==> src/rtl/fht_input_loader_if.sv <==
// Sample-stream and RAM-write-port bundle between the ADC side, the loader
// and fht_top. The loader uses the slave view; whoever drives samples and
// watches the write port uses the master view.
interface fht_input_loader_if #(
  parameter int D_BIT = 16,
  parameter int A_BIT = 8,
  parameter int OVF_W = 16
) ();
  logic [D_BIT-2:0] iDATA;
  logic             iVALID;
  logic             oREADY;
  logic             iCLEAR;
  logic             iFHT_RDY;
  logic             oSTART;
  logic [D_BIT-1:0] oDATA;
  logic [A_BIT-1:0] oADDR_WR;
  logic [3:0]       oWE;
  logic             oBUSY;
  logic             oDROP;
  logic [OVF_W-1:0] oOVF_CNT;

  modport slave (
    input  iDATA, iVALID, iCLEAR, iFHT_RDY,
    output oREADY, oSTART, oDATA, oADDR_WR, oWE, oBUSY, oDROP, oOVF_CNT
  );

  modport master (
    output iDATA, iVALID, iCLEAR, iFHT_RDY,
    input  oREADY, oSTART, oDATA, oADDR_WR, oWE, oBUSY, oDROP, oOVF_CNT
  );
endinterface

==> src/rtl/fht_input_loader.sv <==
// Streaming front end for fht_top: accepts one ADC sample per handshake,
// scatters it into the four radix-4 banks in bit-reversed bank order, then
// starts the transform and holds off input until the transform is done.
module fht_input_loader #(
  parameter int N         = 1024,
  parameter int D_BIT     = 16,
  parameter int A_BIT     = 8,
  parameter int SIGNED_IN = 1,
  parameter int OVF_W     = 16
) (
  input logic                iCLK,
  input logic                iRESET,
  fht_input_loader_if.slave  bus
);

  typedef enum logic [1:0] {
    FILL  = 2'd0,
    START = 2'd1,
    ACK   = 2'd2,
    RUN   = 2'd3
  } state_t;

  localparam logic [A_BIT+1:0] K_LAST  = (A_BIT+2)'(N - 1);
  localparam logic [A_BIT+1:0] K_ONE   = (A_BIT+2)'(1);
  localparam logic [OVF_W-1:0] OVF_MAX = {OVF_W{1'b1}};
  localparam logic [OVF_W-1:0] OVF_ONE = OVF_W'(1);

  state_t           state_r, state_next;
  logic [A_BIT+1:0] k_r, k_next;
  logic             ready_r;
  logic             start_r;
  logic             busy_r;
  logic [D_BIT-1:0] data_r;
  logic [A_BIT-1:0] addr_r;
  logic [3:0]       we_r;
  logic             drop_r;
  logic [OVF_W-1:0] ovf_r;
  logic             accept_s;
  logic             drop_s;

  // Widen a D_BIT-1 sample to the RAM word, sign- or zero-extending.
  function automatic logic [D_BIT-1:0] extend(input logic [D_BIT-2:0] x);
    if (SIGNED_IN != 0) begin
      extend = {x[D_BIT-2], x};
    end else begin
      extend = {1'b0, x};
    end
  endfunction

  // One-hot bank enable for the bit-reversed 2-bit bank index.
  function automatic logic [3:0] bank_onehot(input logic [1:0] sel);
    case ({sel[0], sel[1]})
      2'd0:    bank_onehot = 4'b0001;
      2'd1:    bank_onehot = 4'b0010;
      2'd2:    bank_onehot = 4'b0100;
      2'd3:    bank_onehot = 4'b1000;
      default: bank_onehot = 4'b0000;
    endcase
  endfunction

  // A clear cancels a sample presented in the same cycle; a drop is any
  // sample offered while the loader is not ready.
  assign accept_s = bus.iVALID & ready_r & ~bus.iCLEAR;
  assign drop_s   = bus.iVALID & ~ready_r;

  // Next-state and sample-counter logic; clear overrides everything.
  always_comb begin
    state_next = state_r;
    k_next     = k_r;
    if (bus.iCLEAR) begin
      state_next = FILL;
      k_next     = '0;
    end else begin
      case (state_r)
        FILL: begin
          if (accept_s) begin
            k_next = k_r + K_ONE;
            if (k_r == K_LAST) begin
              state_next = START;
            end else begin
              state_next = FILL;
            end
          end else begin
            k_next = k_r;
          end
        end
        START: state_next = ACK;
        ACK: begin
          if (!bus.iFHT_RDY) begin
            state_next = RUN;
          end else begin
            state_next = ACK;
          end
        end
        RUN: begin
          if (bus.iFHT_RDY) begin
            state_next = FILL;
            k_next     = '0;
          end else begin
            state_next = RUN;
          end
        end
        default: begin
          state_next = FILL;
          k_next     = '0;
        end
      endcase
    end
  end

  // State, counter and registered control outputs derived from next state.
  always_ff @(posedge iCLK or negedge iRESET) begin
    if (!iRESET) begin
      state_r <= FILL;
      k_r     <= '0;
      ready_r <= 1'b0;
      start_r <= 1'b0;
      busy_r  <= 1'b0;
    end else begin
      state_r <= state_next;
      k_r     <= k_next;
      ready_r <= (state_next == FILL);
      start_r <= (state_r == START) & ~bus.iCLEAR;
      busy_r  <= (state_next != FILL);
    end
  end

  // RAM write port: one-cycle enable per accepted sample, data/address hold.
  always_ff @(posedge iCLK or negedge iRESET) begin
    if (!iRESET) begin
      we_r   <= 4'b0000;
      data_r <= '0;
      addr_r <= '0;
    end else if (accept_s) begin
      we_r   <= bank_onehot(k_r[A_BIT+1:A_BIT]);
      data_r <= extend(bus.iDATA);
      addr_r <= k_r[A_BIT-1:0];
    end else begin
      we_r   <= 4'b0000;
    end
  end

  // Drop pulse and saturating dropped-sample counter.
  always_ff @(posedge iCLK or negedge iRESET) begin
    if (!iRESET) begin
      drop_r <= 1'b0;
      ovf_r  <= '0;
    end else begin
      drop_r <= drop_s;
      if (bus.iCLEAR) begin
        ovf_r <= '0;
      end else if (drop_s && (ovf_r != OVF_MAX)) begin
        ovf_r <= ovf_r + OVF_ONE;
      end else begin
        ovf_r <= ovf_r;
      end
    end
  end

  assign bus.oREADY   = ready_r;
  assign bus.oSTART   = start_r;
  assign bus.oBUSY    = busy_r;
  assign bus.oWE      = we_r;
  assign bus.oDATA    = data_r;
  assign bus.oADDR_WR = addr_r;
  assign bus.oDROP    = drop_r;
  assign bus.oOVF_CNT = ovf_r;

endmodule

==> src/flat_wrapper.sv <==
// flat-port wrapper written by rule: the top's interface ports become plain ports
module fht_input_loader_flat 
#(
  parameter int N         = 1024,
  parameter int D_BIT     = 16,
  parameter int A_BIT     = 8,
  parameter int SIGNED_IN = 1,
  parameter int OVF_W     = 16
)
  (iCLK, iRESET, bus_iDATA, bus_iVALID, bus_iCLEAR, bus_iFHT_RDY, bus_oREADY, bus_oSTART, bus_oDATA, bus_oADDR_WR, bus_oWE, bus_oBUSY, bus_oDROP, bus_oOVF_CNT);
  fht_input_loader_if #(.D_BIT(D_BIT), .A_BIT(A_BIT), .OVF_W(OVF_W)) bus_i ();
  input logic iCLK;
  input logic iRESET;
  input wire logic [$bits(bus_i.iDATA)-1:0] bus_iDATA;
  input wire logic [$bits(bus_i.iVALID)-1:0] bus_iVALID;
  input wire logic [$bits(bus_i.iCLEAR)-1:0] bus_iCLEAR;
  input wire logic [$bits(bus_i.iFHT_RDY)-1:0] bus_iFHT_RDY;
  output wire logic [$bits(bus_i.oREADY)-1:0] bus_oREADY;
  output wire logic [$bits(bus_i.oSTART)-1:0] bus_oSTART;
  output wire logic [$bits(bus_i.oDATA)-1:0] bus_oDATA;
  output wire logic [$bits(bus_i.oADDR_WR)-1:0] bus_oADDR_WR;
  output wire logic [$bits(bus_i.oWE)-1:0] bus_oWE;
  output wire logic [$bits(bus_i.oBUSY)-1:0] bus_oBUSY;
  output wire logic [$bits(bus_i.oDROP)-1:0] bus_oDROP;
  output wire logic [$bits(bus_i.oOVF_CNT)-1:0] bus_oOVF_CNT;
  assign bus_i.iDATA = bus_iDATA;
  assign bus_i.iVALID = bus_iVALID;
  assign bus_i.iCLEAR = bus_iCLEAR;
  assign bus_i.iFHT_RDY = bus_iFHT_RDY;
  assign bus_oREADY = bus_i.oREADY;
  assign bus_oSTART = bus_i.oSTART;
  assign bus_oDATA = bus_i.oDATA;
  assign bus_oADDR_WR = bus_i.oADDR_WR;
  assign bus_oWE = bus_i.oWE;
  assign bus_oBUSY = bus_i.oBUSY;
  assign bus_oDROP = bus_i.oDROP;
  assign bus_oOVF_CNT = bus_i.oOVF_CNT;
  fht_input_loader #(.N(N), .D_BIT(D_BIT), .A_BIT(A_BIT), .SIGNED_IN(SIGNED_IN), .OVF_W(OVF_W)) u_core (.iCLK(iCLK), .iRESET(iRESET), .bus(bus_i));
endmodule
==> config.mk <==
export PLATFORM = sky130hd
export DESIGN_NAME = fht_input_loader_flat
export DESIGN_NICKNAME = d
export VERILOG_FILES = /design/src/rtl/fht_input_loader_if.sv /design/src/rtl/fht_input_loader.sv /design/src/flat_wrapper.sv
export SDC_FILE = /design/constraint.sdc
export NUM_CORES = 1
export LEC_CHECK = 0
export CORE_MARGIN = 5
export CORE_UTILIZATION = 30
export CTS_CLUSTER_DIAMETER = 60
export DETAILED_ROUTE_END_ITERATION = 8
export GPL_TIMING_DRIVEN = 1
export PLACE_DENSITY = 0.57
export SETUP_SLACK_MARGIN = 0.05
export SLEW_MARGIN = 20
export SYNTH_ARGS = -nofsm -noshare
export SYNTH_HDL_FRONTEND = slang
export SYNTH_SLANG_ARGS = --single-unit
==> constraint.sdc <==
create_clock -name iCLK -period 3 [get_ports iCLK]
set_input_delay 0.3 -clock iCLK [delete_from_list [all_inputs] [get_ports iCLK]]
set_output_delay 0.3 -clock iCLK [all_outputs]
set_load 0.05 [all_outputs]
==> results_dict.tcl <==
set metrics [dict create \
    status "complete, but fails checks" \
    violations "negative hold slack" \
    routedWlPerCell_um 14.41 \
    grt_max_degree 47 \
    syn_area_per_cell_um2 9.618 \
    cts_inserted_buffers 9 \
    grt_pass1_wl_um 11270 \
    clk_path_buf_depth 2 \
    placedCellCount 449 \
    tns_ns 0 \
    cts_resized 0 \
    holdWs_ns -0.03990 \
    fmax_mhz 478.4 \
    r2r_cells 5 \
    final_cell_count_no_fill 465 \
    dpl-instance-area_mm2 0.003492 \
    n_antenna_cell 0 \
    maxCapViolations 0 \
    drive_above_1_share_pct 9.524 \
    die_area_mm2 0.01111 \
    cp.arrival_ns 1.79 \
    routed_wl_um 6699 \
    cts_tree "done" \
    power_leakage_uw 0.001651 \
    yosysUniqueCellTypes 47 \
    hold_violations 44 \
    start_util_pct 31.02 \
    antenna_found_initial 0 \
    yosysWarnings 0 \
    final_core_utilization_pct 42.41 \
    cts.sinks 59 \
    core-area_mm2 0.008806 \
    vdd_drop_max_mv 0.2287 \
    hold_class "in -> async" \
    cts_max_level 3 \
    path_buf_inv 1 \
    grt.overflow.total 0 \
    critPathMaxFanout 11 \
    drt_iter0_markers 123 \
    period_share_pct 69.67 \
    critPathLaunchType "flip-flop" \
    placement.io_buffers 67 \
    synth_edf_count 0 \
    power.density_mw_per_mm2 564.9 \
    synth_area_mm2 0.002731 \
    ys.flop_type "dfrtp_1" \
    gp_congestion 0.7638 \
    syn_nets 306 \
    fin_crit_ns 2.090 \
    root_buffer "clkbuf_8" \
    ant_nets 0 \
    max_stage_delay_ns 0.88 \
    viasPerCell 5.015 \
    async_reset_ff_share_pct 100.0 \
    critical_path.top_delay_family "buffers and inverters" \
    ys_seq_elements 59 \
    criticalPathCategory "reg -> out" \
    tightest_slew_ns 0.6057 \
    drc 0 \
    rsz0062_at_grt "false" \
    max_slew_margin_pct 59.62 \
    nNetsFinal 374 \
    reg2reg_slack_ns 1.06 \
    fin_area_mm2 0.003735 \
    synth_cells 284 \
    die_w_um 105.4 \
    hpwl_um 4580 \
    dieHeight_um 105.4 \
    finalClockSkew_ns 0.009896 \
    reg2reg_to "u_core.bus.oOVF_CNT[14]" \
    rows 34 \
    worstSetupEndpointType "output port" \
    finalSetupViolCount 0 \
    vias 2332 \
    yosysSeqAreaShare_pct 54.05 \
    clk_pin_slew_ns 0.07 \
    critPathLaunch "u_core.bus.oOVF_CNT[7]" \
    clock_latency_ns 0.34 \
    timing.final.ws_setup_ns 0.9099 \
    worstReg2RegStart "u_core.bus.oOVF_CNT[0]" \
    crit_path_top_delay_cell "clkdlybuf4s50_1" \
    grt_usage_pct 12.41 \
    syn_to_final_growth_pct 36.74 \
    grt_pass1_vias 2246 \
    drt_first_pass_iters 4 \
    cts_setup_buffers 0 \
    cts_hold_buf 0 \
    finalMaxSlewViolations 0 \
    pre_cts_ws_ns 0.9062 \
    cp_cell_sequence "clkdlybuf4s50_1" \
    crit_required_ns 2.70 \
    io_pins 68 \
]
-- cell families (layout without fill, tap and decap cells) --
family	count (synthesis)	after routing	synth area share (%)
and+or+nand+nor	152	152	28.77
buffers and inverters	16	89	2.977
muxes	3	3	1.328
adders and majority gates	2	2	0.9160
xor gates and xnor gates	2	2	0.6414
AOI/OAI and AO/OA	50	50	11.31
DFF	59	59	54.05
-- worst max-delay path by stage --
stage	end	slack [ns]	depth (start not counted)
2_1_floorplan	u_core.bus.oOVF_CNT[14]	1.06	5
3_3_place_gp	u_core.bus.oOVF_CNT[15]	0.91	5
3_5_place_dp	u_core.bus.oOVF_CNT[15]	0.91	5
4_1_cts	bus_oOVF_CNT[7]	0.91	1
5_1_grt	bus_oOVF_CNT[7]	0.87	1
6_report	bus_oOVF_CNT[7]	0.91	1
-- state kept, by name, summed over array words and instances, names as in the netlist --
signal,count
u_core.bus.oOVF_CNT,16
u_core.bus.oDATA,15
u_core.k_r,10
u_core.bus.oADDR_WR,8
u_core.bus.oWE,4
u_core.state_r,2
u_core.bus.oBUSY,1
u_core.bus.oDROP,1
u_core.bus.oREADY,1
u_core.bus.oSTART,1
-- layout make-up --
type | count | area [um^2]
fill | 865 | 5071
sequential | 59 | 1476
multi-input combinational | 209 | 1174
timing repair buffer | 72 | 705.7
tap | 108 | 135.1
clock buffer | 9 | 123.9
clock inverter | 7 | 116.4
inverter | 1 | 3.754
-- layer usage --
metal  GRT usage, %  share of wire, %  up-vias
met5              0                 0        -
met4          4.217               1.3        0
met3          4.218               6.4       10
met2          19.67                48       60
met1          15.87                45     1124
li1               -                 -     1138
-- synth_stat cells, drive strengths merged, types with 2 or more instances --
master,n,area share (%)
a21o,2,0.55
xor2,2,0.64
nand3,10,2.0
or3,9,2.1
and4,4,1.3
o31ai,8,2.4
clkbuf,8,1.1
and3,4,0.92
buf,7,1.7
dfrtp,59,54
o21ai,15,2.7
a21oi,16,2.9
nand2b,2,0.46
nor2b,6,1.5
nor3,5,1.1
mux2,2,0.96
nand2,81,11
a211oi,2,0.55
nor3b,2,0.55
ha,2,0.92
nor2,10,1.4
nand4,8,2.5
or4,5,1.4
-- per-stage QoR --
step | total power [uW] | hold WS (ns)
3_3_place_gp | 1249 | 0.4569
5_1_grt | 2200 | 0.008271
4_1_cts | 2142 | 0.1827
6_report | 2110 | -0.03990
3_5_place_dp | 1251 | 0.4617
2_1_floorplan | 1100 | 0.004409
-- report_power, final --
| group | switching [uW] | leakage [uW] | total [uW] | internal, uW |
|---|---|---|---|---|
| sequential | 28.9 | 0.000792 | 870 | 841 |
| clock | 327 | 0.000119 | 877 | 550 |
| combinational | 243 | 0.000739 | 363 | 121 |
-- cells in the final DEF, fill, tap and decap left out, types with 3 or more instances in the layout --
cell / instances
a21oi_1: 16
and3_1: 4
and4_1: 4
buf_4: 6
bufinv_16: 3
clkbuf_8: 9
clkdlybuf4s50_1: 66
dfrtp_1: 59
nand2_1: 81
nand3_1: 9
nand4_1: 5
nand4_2: 3
nor2_1: 10
nor2b_1: 5
nor3_1: 4
o21ai_0: 15
o31ai_1: 7
or3_1: 9
or4_1: 5
Note: power is estimated with default switching activity, not from simulation.
